===== src/rtl/cpu_pkg.sv =====
// Shared CPU definitions: opcodes, datapath widths and the execute FSM state
// encoding. Used by decode, execute and writeback.
package cpu_pkg;

  localparam int unsigned OP_W     = 4;
  localparam int unsigned DATA_W   = 8;
  localparam int unsigned REG_AW   = 4;
  localparam int unsigned NUM_REGS = 16;
  localparam int unsigned REGS_W   = NUM_REGS * DATA_W;

  // Opcodes
  localparam logic [OP_W-1:0] OP_NOP  = 4'b0000;  // no operation
  localparam logic [OP_W-1:0] OP_LOD  = 4'b0001;  // rd <= mem[regs[rs]]
  localparam logic [OP_W-1:0] OP_STR  = 4'b0010;  // mem[regs[rs]] <= regs[rd]
  localparam logic [OP_W-1:0] OP_ADD  = 4'b0011;  // rd <= regs[rd] + regs[rs]
  localparam logic [OP_W-1:0] OP_ADDI = 4'b0100;  // rd <= regs[rd] + imm
  localparam logic [OP_W-1:0] OP_LODI = 4'b0101;  // rd <= imm
  localparam logic [OP_W-1:0] OP_NAND = 4'b0110;  // rd <= ~(regs[rd] & regs[rs])

  typedef enum logic [2:0] {
    IDLE = 3'd0,
    EXEC = 3'd1,
    MEM  = 3'd2,
    WB   = 3'd3,
    DONE = 3'd4
  } state_t;

  // Select one register out of the flattened register-file bus.
  function automatic logic [DATA_W-1:0] reg_sel(input logic [REGS_W-1:0] r,
                                                input logic [REG_AW-1:0] idx);
    return r[32'(idx) * DATA_W +: DATA_W];
  endfunction

  // Opcodes that need a memory transaction before writeback.
  function automatic logic is_mem_op(input logic [OP_W-1:0] o);
    return (o == OP_LOD) || (o == OP_STR);
  endfunction

endpackage


===== src/rtl/alu.sv =====
// Combinational result logic for the execute stage.
// Ports: op (opcode), a (regs[rd]), b (regs[rs]), imm (immediate),
//        result (8-bit, mod 256; memory and undefined ops yield 0).
module alu
  import cpu_pkg::*;
(
  input  logic [OP_W-1:0]   op,
  input  logic [DATA_W-1:0] a,
  input  logic [DATA_W-1:0] b,
  input  logic [DATA_W-1:0] imm,
  output logic [DATA_W-1:0] result
);

  // Carry out of the adders is intentionally dropped.
  always_comb begin
    result = '0;
    case (op)
      OP_ADD:  result = DATA_W'(a + b);
      OP_ADDI: result = DATA_W'(a + imm);
      OP_LODI: result = imm;
      OP_NAND: result = ~(a & b);
      default: result = '0;
    endcase
  end

endmodule


===== src/rtl/execute.sv =====
// Execute stage: latches one decoded instruction, computes its result,
// performs the memory handshake for LOD/STR, hands the result to writeback
// and pulses ready once writeback has accepted it.
// Ports:
//   clk, rst            - clock, asynchronous active-high reset
//   en, op, rd, rs, imm - decoded instruction (sampled only in IDLE)
//   regs                - flattened register file (16 x 8)
//   ready               - one-cycle retire pulse
//   mem_req/we/addr/wdata, mem_rdata/mem_ack - memory request handshake
//   wb_en/op/reg_addr/val, wb_ready           - writeback handshake
module execute
  import cpu_pkg::*;
(
  input  logic              clk,
  input  logic              rst,
  input  logic              en,
  input  logic [OP_W-1:0]   op,
  input  logic [REG_AW-1:0] rd,
  input  logic [REG_AW-1:0] rs,
  input  logic [DATA_W-1:0] imm,
  input  logic [REGS_W-1:0] regs,
  output logic              ready,
  output logic              mem_req,
  output logic              mem_we,
  output logic [DATA_W-1:0] mem_addr,
  output logic [DATA_W-1:0] mem_wdata,
  input  logic [DATA_W-1:0] mem_rdata,
  input  logic              mem_ack,
  output logic              wb_en,
  output logic [OP_W-1:0]   wb_op,
  output logic [REG_AW-1:0] wb_reg_addr,
  output logic [DATA_W-1:0] wb_val,
  input  logic              wb_ready
);

  state_t state_q, state_d;

  // Latched instruction
  logic [OP_W-1:0]   op_q, op_d;
  logic [REG_AW-1:0] rd_q, rd_d;
  logic [DATA_W-1:0] imm_q, imm_d;
  logic [DATA_W-1:0] a_q, a_d;
  logic [DATA_W-1:0] b_q, b_d;

  // Next values of the registered outputs
  logic              ready_d;
  logic              mem_req_d;
  logic              mem_we_d;
  logic [DATA_W-1:0] mem_addr_d;
  logic [DATA_W-1:0] mem_wdata_d;
  logic              wb_en_d;
  logic [OP_W-1:0]   wb_op_d;
  logic [REG_AW-1:0] wb_reg_addr_d;
  logic [DATA_W-1:0] wb_val_d;

  logic [DATA_W-1:0] alu_result;

  alu u_alu (
    .op     (op_q),
    .a      (a_q),
    .b      (b_q),
    .imm    (imm_q),
    .result (alu_result)
  );

  // State register
  always_ff @(posedge clk or posedge rst) begin
    if (rst) state_q <= IDLE;
    else     state_q <= state_d;
  end

  // Next-state and next-output logic
  always_comb begin
    state_d       = state_q;
    op_d          = op_q;
    rd_d          = rd_q;
    imm_d         = imm_q;
    a_d           = a_q;
    b_d           = b_q;
    ready_d       = 1'b0;
    mem_req_d     = mem_req;
    mem_we_d      = mem_we;
    mem_addr_d    = mem_addr;
    mem_wdata_d   = mem_wdata;
    wb_en_d       = wb_en;
    wb_op_d       = wb_op;
    wb_reg_addr_d = wb_reg_addr;
    wb_val_d      = wb_val;

    case (state_q)
      IDLE: begin
        if (en) begin
          op_d    = op;
          rd_d    = rd;
          imm_d   = imm;
          a_d     = reg_sel(regs, rd);
          b_d     = reg_sel(regs, rs);
          state_d = EXEC;
        end
      end

      EXEC: begin
        wb_val_d      = alu_result;
        wb_op_d       = op_q;
        wb_reg_addr_d = rd_q;
        if (is_mem_op(op_q)) begin
          mem_req_d   = 1'b1;
          mem_we_d    = (op_q == OP_STR);
          mem_addr_d  = b_q;
          mem_wdata_d = a_q;
          state_d     = MEM;
        end else begin
          wb_en_d = 1'b1;
          state_d = WB;
        end
      end

      // mem_req drops on the same edge wb_en rises, so they never overlap.
      MEM: begin
        if (mem_ack) begin
          mem_req_d = 1'b0;
          if (!mem_we) wb_val_d = mem_rdata;
          wb_en_d   = 1'b1;
          state_d   = WB;
        end
      end

      WB: begin
        if (wb_ready) begin
          wb_en_d = 1'b0;
          ready_d = 1'b1;
          state_d = DONE;
        end
      end

      DONE: begin
        state_d = IDLE;
      end

      default: begin
        state_d = IDLE;
      end
    endcase
  end

  // Datapath and output registers
  always_ff @(posedge clk or posedge rst) begin
    if (rst) begin
      op_q        <= '0;
      rd_q        <= '0;
      imm_q       <= '0;
      a_q         <= '0;
      b_q         <= '0;
      ready       <= 1'b0;
      mem_req     <= 1'b0;
      mem_we      <= 1'b0;
      mem_addr    <= '0;
      mem_wdata   <= '0;
      wb_en       <= 1'b0;
      wb_op       <= '0;
      wb_reg_addr <= '0;
      wb_val      <= '0;
    end else begin
      op_q        <= op_d;
      rd_q        <= rd_d;
      imm_q       <= imm_d;
      a_q         <= a_d;
      b_q         <= b_d;
      ready       <= ready_d;
      mem_req     <= mem_req_d;
      mem_we      <= mem_we_d;
      mem_addr    <= mem_addr_d;
      mem_wdata   <= mem_wdata_d;
      wb_en       <= wb_en_d;
      wb_op       <= wb_op_d;
      wb_reg_addr <= wb_reg_addr_d;
      wb_val      <= wb_val_d;
    end
  end

endmodule


===== config.mk =====
export PLATFORM = sky130hd
export DESIGN_NAME = execute
export DESIGN_NICKNAME = d
export VERILOG_FILES = /design/src/rtl/cpu_pkg.sv /design/src/rtl/alu.sv /design/src/rtl/execute.sv
export SDC_FILE = /design/constraint.sdc
export NUM_CORES = 1
export LEC_CHECK = 0
export CAP_MARGIN = 20
export CORE_MARGIN = 2
export CORE_UTILIZATION = 50
export CTS_CLUSTER_DIAMETER = 100
export DETAILED_ROUTE_END_ITERATION = 12
export GPL_ROUTABILITY_DRIVEN = 0
export PLACE_DENSITY_LB_ADDON = 0.05
export SYNTH_ARGS = -nofsm -noshare
export SYNTH_HDL_FRONTEND = slang
export SYNTH_SLANG_ARGS = --single-unit

===== constraint.sdc =====
create_clock -name clk -period 6 [get_ports clk]
set_input_delay 1.2 -clock clk [delete_from_list [all_inputs] [get_ports clk]]
set_output_delay 1.2 -clock clk [all_outputs]
set_load 0.01 [all_outputs]

==> results of run 1 <==
-- kinds of logic (layout without fill, tap and decap cells) --
group	after synthesis	after routing	share of synthesized area [%]
AO/OA/AOI/OAI	77	77	10.20
multiplexers	129	129	40.31
buffers and inverters	47	226	5.058
adder cells (fa/ha/maj)	8	8	1.908
XOR/XNOR	4	4	0.6212
flip-flops	71	71	31.50
AND/OR/NAND/NOR	124	124	10.40
-- power breakdown --
part	switching, mW	internal [mW]	leakage, nW
combinational	0.597	0.764	2.19
clock	0.207	0.322	0.142
sequential	0.234	0.701	0.888
-- synthesized netlist by cell type (3+ instances only) --
library cell,n
nor2_1,18
o211a_1,3
mux4_1,33
buf_1,7
buf_4,3
nand2_1,65
nor3_1,17
ha_1,7
nor4bb_1,3
o21ai_0,14
buf_12,4
a21oi_1,13
buf_2,8
clkbuf_1,17
mux2i_1,19
nand3_1,6
inv_1,5
a22oi_1,6
mux2_2,46
a22o_1,3
buf_6,3
a31oi_1,3
mux4_2,31
xnor2_1,3
a21o_1,5
a221o_1,16
dfrtp_1,71
-- final cells by class --
class	instances	area [um^2]	area share [%]
multi-input combinational	342	3578	45.49
timing repair buffer	205	2019	25.67
sequential	71	1777	22.59
clock buffer	9	225.2	2.863
tap	140	175.2	2.227
clock inverter	7	72.57	0.9225
inverter	5	18.77	0.2386
-- state kept, by name, indices dropped and copies added, names as in the netlist, 3 cells and up --
signal       cells
mem_addr         8
op_q             4
imm_q            8
wb_op            4
mem_wdata        8
rd_q             4
b_q              8
a_q              8
state_q          3
wb_val           8
wb_reg_addr      4
-- through the flow --
step	instance area (um^2)	total power [mW]	setup WS [ps]	cells	util [%]
after floorplan	5640	1.744	3003	460	-
after global placement	7561	2.231	2681	762	69.14
after detailed placement	7561	2.290	2626	762	69.14
after CTS	7859	2.828	2974	778	71.87
after global routing	7866	3.014	2849	779	71.93
final	7866	2.824	2988	779	71.93
-- path summary, 6_finish.rpt --
kind                             endpoint    start  slack [ps]  cells after the start
worst min-delay path              rd_q[0]  rd_q[0]         480                      2
max in group asynchronous          a_q[5]      rst        3970                      3
worst min register to register    rd_q[0]  rd_q[0]         480                      2
worst max register to register  wb_val[6]  op_q[0]        3040                     11
min in group asynchronous        wb_op[1]      rst        1450                      3
worst max-delay path               b_q[3]    rs[0]        2990                      4
-- worst max-delay path: stages --
cell,delay (ps)
buf_2,740
mux4_1,670
mux2_2,290
a221o_1,310
-- per-layer routing --
metal  GRT usage [%]  up-vias
met5               0        -
met4           9.375        0
met3           4.115       16
met2           48.42      211
met1           36.60     2412
li1                -     2183
==> impl_metrics.env, run 1 <==
export IMPL_fp_dieW_um=110.2
export IMPL_dieArea_um2=12150
export IMPL_critPathKind="in -> reg"
export IMPL_wl_met3_um=1088
export IMPL_synth_area_um2=5640
export IMPL_synth_nets=629
export IMPL_clock_sinks=71
export IMPL_rsz0062_at_grt="false"
export IMPL_top_layer="met4"
export IMPL_max_freq_ghz=0.3321
export IMPL_vias=4822
export IMPL_wl_per_cell_um=20.99
export IMPL_irDropWorstVdd_uv=247.4
export IMPL_fin_hold_ws_ps=476.5
export IMPL_path_clk_slew_ps=60
export IMPL_met1_length_um=6751
export IMPL_syn_area_per_cell_um2=12.26
export IMPL_wl_met2_um=8233
export IMPL_drive_gt1_share_pct=17.53
export IMPL_ys_seq_area_share_pct=31.50
export IMPL_antenna_found_initial=0
export IMPL_fin_nets=803
export IMPL_grtUsageTotal_pct=28.11
export IMPL_mostFrequentLayoutCell="clkdlybuf4s50_1"
export IMPL_antenna_cells=0
export IMPL_routed_wl_um=16360
export IMPL_ctsResizeCount=0
export IMPL_maxCapViolCount=0
export IMPL_core_area_um2=10940
export IMPL_ys_warn_count=0
export IMPL_dpl_hpwl_um=12440
export IMPL_clockBufferDepth=2
export IMPL_finClkSkew_ps=6.018
export IMPL_ys_top_cells_by_area="dfrtp_1, mux4_1, mux4_2"
export IMPL_cts_setup_buffers=0
export IMPL_mostFrequentLayoutCells="clkdlybuf4s50_1, dfrtp_1, nand2_1, mux2_2, mux4_1"
export IMPL_vias_per_cell=6.190
export IMPL_worst_pin_slew_ps=1066
export IMPL_ys_ff_latch=71
export IMPL_cts_tree="built"
export IMPL_grt_pass1_wl_um=25610
export IMPL_synth_async_sr_flop_share_pct=100.0
export IMPL_worst_setup_path_start_kind="primary input"
export IMPL_rows=38
export IMPL_pwr_density_cell_nw_per_um2=359.0
export IMPL_drt_iter0_markers=298
export IMPL_initial_utilization_pct=51.58
export IMPL_die_h_um=110.2
export IMPL_cp_end_kind="register"
export IMPL_synth_cell_types=49
export IMPL_cts_htree_levels=3
export IMPL_period_needed_ps=3012
export IMPL_drtPass1Iterations=4
export IMPL_drtAntennaViolNets=0
export IMPL_cts_buffers=9
export IMPL_yosys_area_top_type="dfrtp_1"
export IMPL_synth_edf_count=0
export IMPL_status="finished clean"
export IMPL_synthCells=460
export IMPL_worstSkewPairLatency_ps=330
export IMPL_slew_headroom_pct=28.69
export IMPL_area_delta_synth_final_pct=39.46
export IMPL_arrival_ps=3230
export IMPL_hold_class="reg -> reg"
export IMPL_ctsHoldBuffers=0
export IMPL_ioPinCount=197
export IMPL_hold_viol_final=0
export IMPL_root_buffer="clkbuf_16"
export IMPL_required_ps=6220
export IMPL_netlist_area_leader_share_pct=31.50
export IMPL_crit_fanout=32
export IMPL_finalSetupViolCount=0
export IMPL_finalCritPeriodShare_pct=50.19
export IMPL_io_buffers=196
export IMPL_static_leakage_power_nw=3.218
export IMPL_grt_pass1_vias=4984
export IMPL_drc_errors=0
export IMPL_grt_overflow=0
export IMPL_grt_max_degree=72
export IMPL_fillerInstances=811
export IMPL_setup_tns_ps=0
export IMPL_drv_slew=0
export IMPL_synth_ff_type="dfrtp_1"
Note: power is estimated with default switching activity, not from simulation.
==> run 2, diff against run 1 <==
- CORE_UTILIZATION: 50 -> 42
- clock period: 6 -> 2.55 ns (I/O delays scaled with it)
==> run 2 against run 1 <==
Compared with the run above: total power is 150% higher; global-route usage shrank 4.9 points; setup slack worse by 2900 ps; combinational power rose to 2.6 times the previous value; wire length fell by 0.80%; sequential share of layout area down 1.0 points; via count is 2.4% lower; clock-buffer cell count increased by 3; largest cell class unchanged; highest routed layer unchanged.
==> impl_metrics.env, run 2 (synthesis gave the netlist of run 1 again) <==
export IMPL_status="finished clean"
export IMPL_cp_slowest_cell="dfrtp_1"
export IMPL_drive_gt1_share_pct=20.98
export IMPL_irDropWorstVdd_uv=383.2
export IMPL_layout_setup_ws_ps=44.95
export IMPL_critical_path_top_delay_family="multiplexers"
export IMPL_grtUsageTotal_pct=23.25
export IMPL_grt_overflow=0
export IMPL_clock_sinks=71
export IMPL_critPathKind="reg -> reg"
export IMPL_required_ps=2740
export IMPL_drtAntennaViolNets=0
export IMPL_path_buf_inv=2
export IMPL_hold_viol_final=0
export IMPL_drv_slew=0
export IMPL_wl_per_cell_um=19.55
export IMPL_dpl_instance_area_um2=7820
export IMPL_r2r_start="op_q[0]"
export IMPL_die_h_um=119.9
export IMPL_hp_start="rd_q[1]"
export IMPL_drc_errors=0
export IMPL_initial_utilization_pct=42.76
export IMPL_cts_tree="built"
export IMPL_ioPinCount=197
export IMPL_top_layer="met4"
export IMPL_worst_setup_path_start_kind="register"
export IMPL_min_to="rd_q[1]"
export IMPL_mostFrequentLayoutCells="clkdlybuf4s50_1, dfrtp_1, nand2_1, mux2_2, mux4_1"
export IMPL_dpl_hpwl_um=12640
export IMPL_path_clk_slew_ps=50
export IMPL_wl_met3_um=1111
export IMPL_area_delta_synth_final_pct=45.98
export IMPL_worst_pin_slew_ps=550.0
export IMPL_grt_pass1_wl_um=26120
export IMPL_core_area_um2=13190
export IMPL_reg2reg_to="wb_val[6]"
export IMPL_drt_iter0_markers=269
export IMPL_max_freq_ghz=0.3992
export IMPL_wl_met2_um=8025
export IMPL_grt_pass1_vias=4977
export IMPL_finalCritPeriodShare_pct=98.24
export IMPL_vias=4708
export IMPL_met1_length_um=6797
export IMPL_clockBufferDepth=2
export IMPL_root_buffer="clkbuf_16"
export IMPL_antenna_found_initial=1
export IMPL_period_needed_ps=2505
export IMPL_arrival_ps=2700
export IMPL_maxCapViolCount=0
export IMPL_slowest_delay_ps=400
export IMPL_fp_dieW_um=119.9
export IMPL_vias_per_cell=5.672
export IMPL_fin_cells=830
export IMPL_rows=42
export IMPL_total_power_mw=7.060
export IMPL_crit_fanout=8
export IMPL_io_buffers=196
export IMPL_finalSetupViolCount=0
export IMPL_rr_worst_depth=11
export IMPL_worstSkewPairLatency_ps=340
export IMPL_drtPass1Iterations=4
export IMPL_ctsHoldBuffers=0
export IMPL_cts_buffers=9
export IMPL_routed_wl_um=16220
export IMPL_fin_util_pct=62.43
export IMPL_mostFrequentLayoutCell="clkdlybuf4s50_1"
export IMPL_r2r_setup_slack_ps=40
export IMPL_rsz0062_at_grt="true"
export IMPL_hold_class="reg -> reg"
export IMPL_cp_end_kind="register"
export IMPL_path_cells="nor4b_4, buf_6, mux2_4, ha_4, inv_2, fa_2, nor2b_2, o31a_1, o22ai_2, mux2i_1, a41oi_1"
export IMPL_slew_headroom_pct=63.05
export IMPL_placedCellCount=810
export IMPL_dieArea_um2=14370
export IMPL_hold_depth=2
export IMPL_grt_max_degree=72
export IMPL_finalInstanceArea_um2=8234
export IMPL_dpl_worst_slack_ps=-14.96
export IMPL_finClkSkew_ps=8.055
export IMPL_fin_hold_ws_ps=478.2
export IMPL_setup_tns_ps=0
export IMPL_static_leakage_power_nw=3.364
export IMPL_fin_nets=818
export IMPL_pwr_density_cell_nw_per_um2=857.4
export IMPL_cts_htree_levels=3
==> run 2: changes by cell type in the layout (fill, tap and decap cells not counted), moves of 3 or more <==
cell and delta:
buf_4 +8, buf_12 +6, ha_1 -4, ha_4 +4, clkbuf_8 +3
==> run 2: final cells by class <==
type	count	area, um^2
Fill cell	1050	4956
Multi-Input combinational cell	342	3674
Timing Repair Buffer	220	2211
Sequential cell	71	1777
Clock buffer	12	266.5
Tap cell	176	220.2
Clock inverter	3	65.06
Inverter	5	18.77
Antenna cell	1	2.502
==> run 2: worst max-delay path by stage <==
stage	end	from	slack, ps	cells after the start
floorplan	wb_val[6]	op_q[1]	9	12
global placement	wb_val[6]	op_q[1]	20	11
detailed placement	wb_val[6]	op_q[1]	-10	11
CTS	wb_val[6]	op_q[1]	40	11
global route	wb_val[6]	op_q[0]	-90	11
finish	wb_val[6]	op_q[0]	40	11
==> run 2: metal layers <==
metal | global-route usage (%) | vias up
met5 | 0 | -
met4 | 7.206 | 0
met3 | 5.181 | 15
met2 | 39.11 | 162
met1 | 30.05 | 2322
li1 | - | 2209
==> run 2: worst register-to-register path: stages (launching register included) <==
cell	delay (ps)
dfrtp_1	400
nor4b_4	290
buf_6	170
mux2_4	320
ha_4	160
inv_2	40
fa_2	210
nor2b_2	50
o31a_1	280
o22ai_2	120
mux2i_1	210
a41oi_1	120
==> run 2: where the power goes <==
group,switching (mW),total (mW),internal (mW),leakage (nW)
registers,0.507,2.16,1.65,0.888
clock network,0.441,1.37,0.928,0.165
logic,1.52,3.53,2.01,2.31
==> run 2: what timing repair did <==
| item | CTS | global route |
|---|---|---|
| gates resized for setup | 2 | 7 |
| pin swaps | 0 | 2 |
| buffers inserted | 1 | 3 |
| cloned | 0 | 0 |
| endpoints found under the setup margin | 1 | 4 |
==> run 3, diff against run 2 <==
- CORE_ASPECT_RATIO: default -> 2
- REMOVE_ABC_BUFFERS: default -> 1
- clock period: 2.55 -> 2.2 ns (I/O delays scaled with it)
==> run 3 against run 2 <==
Compared with the run above: the run now ends with negative setup slack left; final area increased by 3.6%; highest routed layer unchanged; final cell count increased by 0.96%; clock power increased by 5%; clock-buffer cell count decreased by 2; critical path depth unchanged; clock skew decreased by 3.5 ps; register-to-register slack got worse by 430 ps; non-clock buffer count increased by 32; total power increased by 23%; sequential cell count unchanged; first-iteration DRC count decreased by 36%.
==> impl_metrics.env, run 3 (synthesis gave the netlist of run 1 again) <==
export IMPL_root_buffer="clkbuf_16"
export IMPL_finalSetupViolCount=7
export IMPL_slowest_delay_ps=390
export IMPL_grtUsageTotal_pct=24.54
export IMPL_hp_start="rd_q[2]"
export IMPL_max_freq_ghz=0.3862
export IMPL_antenna_found_initial=0
export IMPL_drtAntennaViolNets=0
export IMPL_fillerInstances=1026
export IMPL_cp_end_kind="register"
export IMPL_fin_nets=850
export IMPL_wl_per_cell_um=20.34
export IMPL_worst_pin_slew_ps=595.7
export IMPL_finalInstanceArea_um2=8531
export IMPL_setup_tns_ps=-2040
export IMPL_min_to="rd_q[2]"
export IMPL_violations="negative setup slack"
export IMPL_layout_setup_ws_ps=-389.1
export IMPL_rows=59
export IMPL_path_cells="nor4b_2, buf_4, mux2_4, ha_4, inv_2, fa_2, nor2b_2, o31a_1, o22ai_2, mux2i_1, a41oi_1"
export IMPL_hold_class="reg -> reg"
export IMPL_p_comb_share_pct=54.9
export IMPL_routed_wl_um=17050
export IMPL_initial_utilization_pct=43.17
export IMPL_rr_worst_depth=11
export IMPL_rsz0062_at_grt="true"
export IMPL_hold_viol_final=0
export IMPL_maxCapViolCount=0
export IMPL_mostFrequentLayoutCells="clkdlybuf4s50_1, dfrtp_1, nand2_1, buf_4, mux2_2"
export IMPL_cts_htree_levels=3
export IMPL_hold_depth=2
export IMPL_io_buffers=196
export IMPL_clock_power_share_pct=16.5
export IMPL_path_buf_inv=2
export IMPL_multiInputGateArea_um2=3755
export IMPL_grt_max_degree=72
export IMPL_worst_setup_path_start_kind="register"
export IMPL_ioPinCount=197
export IMPL_drtPass1Iterations=6
export IMPL_core_area_um2=13070
export IMPL_finalCritPeriodShare_pct=117.7
export IMPL_drc_errors=0
export IMPL_power_switching_mw=3.166
export IMPL_total_power_mw=8.716
export IMPL_drt_iter0_markers=172
export IMPL_critical_path_top_delay_family="compound AO/OA/AOI/OAI gates"
export IMPL_seq_area_um2=1777
export IMPL_dieArea_um2=14430
export IMPL_static_leakage_power_nw=3.522
export IMPL_intPower_mw=5.550
export IMPL_arrival_ps=2780
export IMPL_p_sw_share_pct=36.33
export IMPL_reg2reg_to="wb_val[6]"
export IMPL_cp_slowest_cell="dfrtp_1"
export IMPL_ctsHoldBuffers=0
export IMPL_pwr_density_cell_nw_per_um2=1022
export IMPL_crit_path_start="op_q[0]"
export IMPL_fp_dieW_um=85.95
export IMPL_dpl_hpwl_um=13790
export IMPL_worstSkewPairLatency_ps=330
export IMPL_crit_fanout=4
export IMPL_worstSetupPathDepth=11
export IMPL_mostFrequentLayoutCell="clkdlybuf4s50_1"
export IMPL_status="finished, violations left"
export IMPL_clock_sinks=71
export IMPL_area_delta_synth_final_pct=51.24
export IMPL_fin_util_pct=65.29
export IMPL_drv_slew=0
export IMPL_antenna_cells=0
export IMPL_die_h_um=167.9
export IMPL_required_ps=2390
export IMPL_slew_headroom_pct=60.14
export IMPL_seqPwrFrac_pct=28.5
export IMPL_grt_pass1_vias=5531
export IMPL_clockBufferDepth=2
export IMPL_dpl_instance_area_um2=7978
export IMPL_r2r_setup_slack_ps=-390
export IMPL_cts_buffers=9
export IMPL_irDropWorstVdd_uv=442.2
export IMPL_grt_pass1_wl_um=27580
export IMPL_path_clk_slew_ps=60
export IMPL_r2r_start="op_q[0]"
export IMPL_finClkSkew_ps=4.593
export IMPL_dpl_worst_slack_ps=-464.8
export IMPL_period_needed_ps=2589
export IMPL_critPathKind="reg -> reg"
export IMPL_vias=5004
export IMPL_vias_per_cell=5.971
export IMPL_cts_tree="built"
export IMPL_grt_overflow=0
export IMPL_drive_gt1_share_pct=26.24
[run 3: changes by cell type in the layout (fill, tap and decap cells not counted), moves of 3 or more]
cell     change
ha_4         +3
mux2_4       +4
ha_1         -3
buf_6        +4
o21ai_0      -3
buf_4       +26
mux2_2       -4
[run 3: tightest hold or removal path, delay by kind of cell (launching register included)]
family,cells,cell delay (ps)
flops,1,340
simple gates,2,100
[run 3: what timing repair did]
item                       4_1_cts  5_1_grt
resized for setup               33        5
pin swaps                       11       15
buffers inserted                 6        4
setup endpoints to repair        7        7
[run 3: worst max path at each step]
stage	end	slack [ps]
after floorplan	wb_val[6]	-770
after global placement	wb_val[6]	-380
after detailed placement	wb_val[6]	-460
after CTS	wb_val[6]	-360
after global routing	wb_val[6]	-500
final	wb_val[6]	-390
[run 3: per-stage QoR]
| step | hold WS [ps] | instances |
|---|---|---|
| final | 467.9 | 838 |
| after global routing | 487.8 | 838 |
| after global placement | 454.2 | 813 |
| after CTS | 471.2 | 835 |
| after detailed placement | 457.1 | 813 |
| after floorplan | 440.1 | 418 |
[run 3: cell type report]
type | count | area share (%)
Timing Repair Buffer | 252 | 29.20
Inverter | 5 | 0.2200
Clock inverter | 6 | 0.7040
Tap cell | 152 | 2.229
Sequential cell | 71 | 20.83
Multi-Input combinational cell | 342 | 44.02
Clock buffer | 10 | 2.801
[run 3: metal layers]
layer	global-route usage, %	vias to the layer above	share of wire [%]
li1	-	2282	-
met1	25.39	2473	34
met2	46.58	201	57
met3	4.216	48	5.0
met4	10.90	0	4.0
met5	0	-	0
[run 3: power groups by stage]
stage	combinational [mW]	sequential, mW	clock [mW]
final	4.79	2.49	1.44
after global routing	5.20	2.57	1.52
after CTS	4.71	2.49	1.46
after detailed placement	4.25	2.48	0
after global placement	4.14	2.46	0
after floorplan	2.09	2.49	0
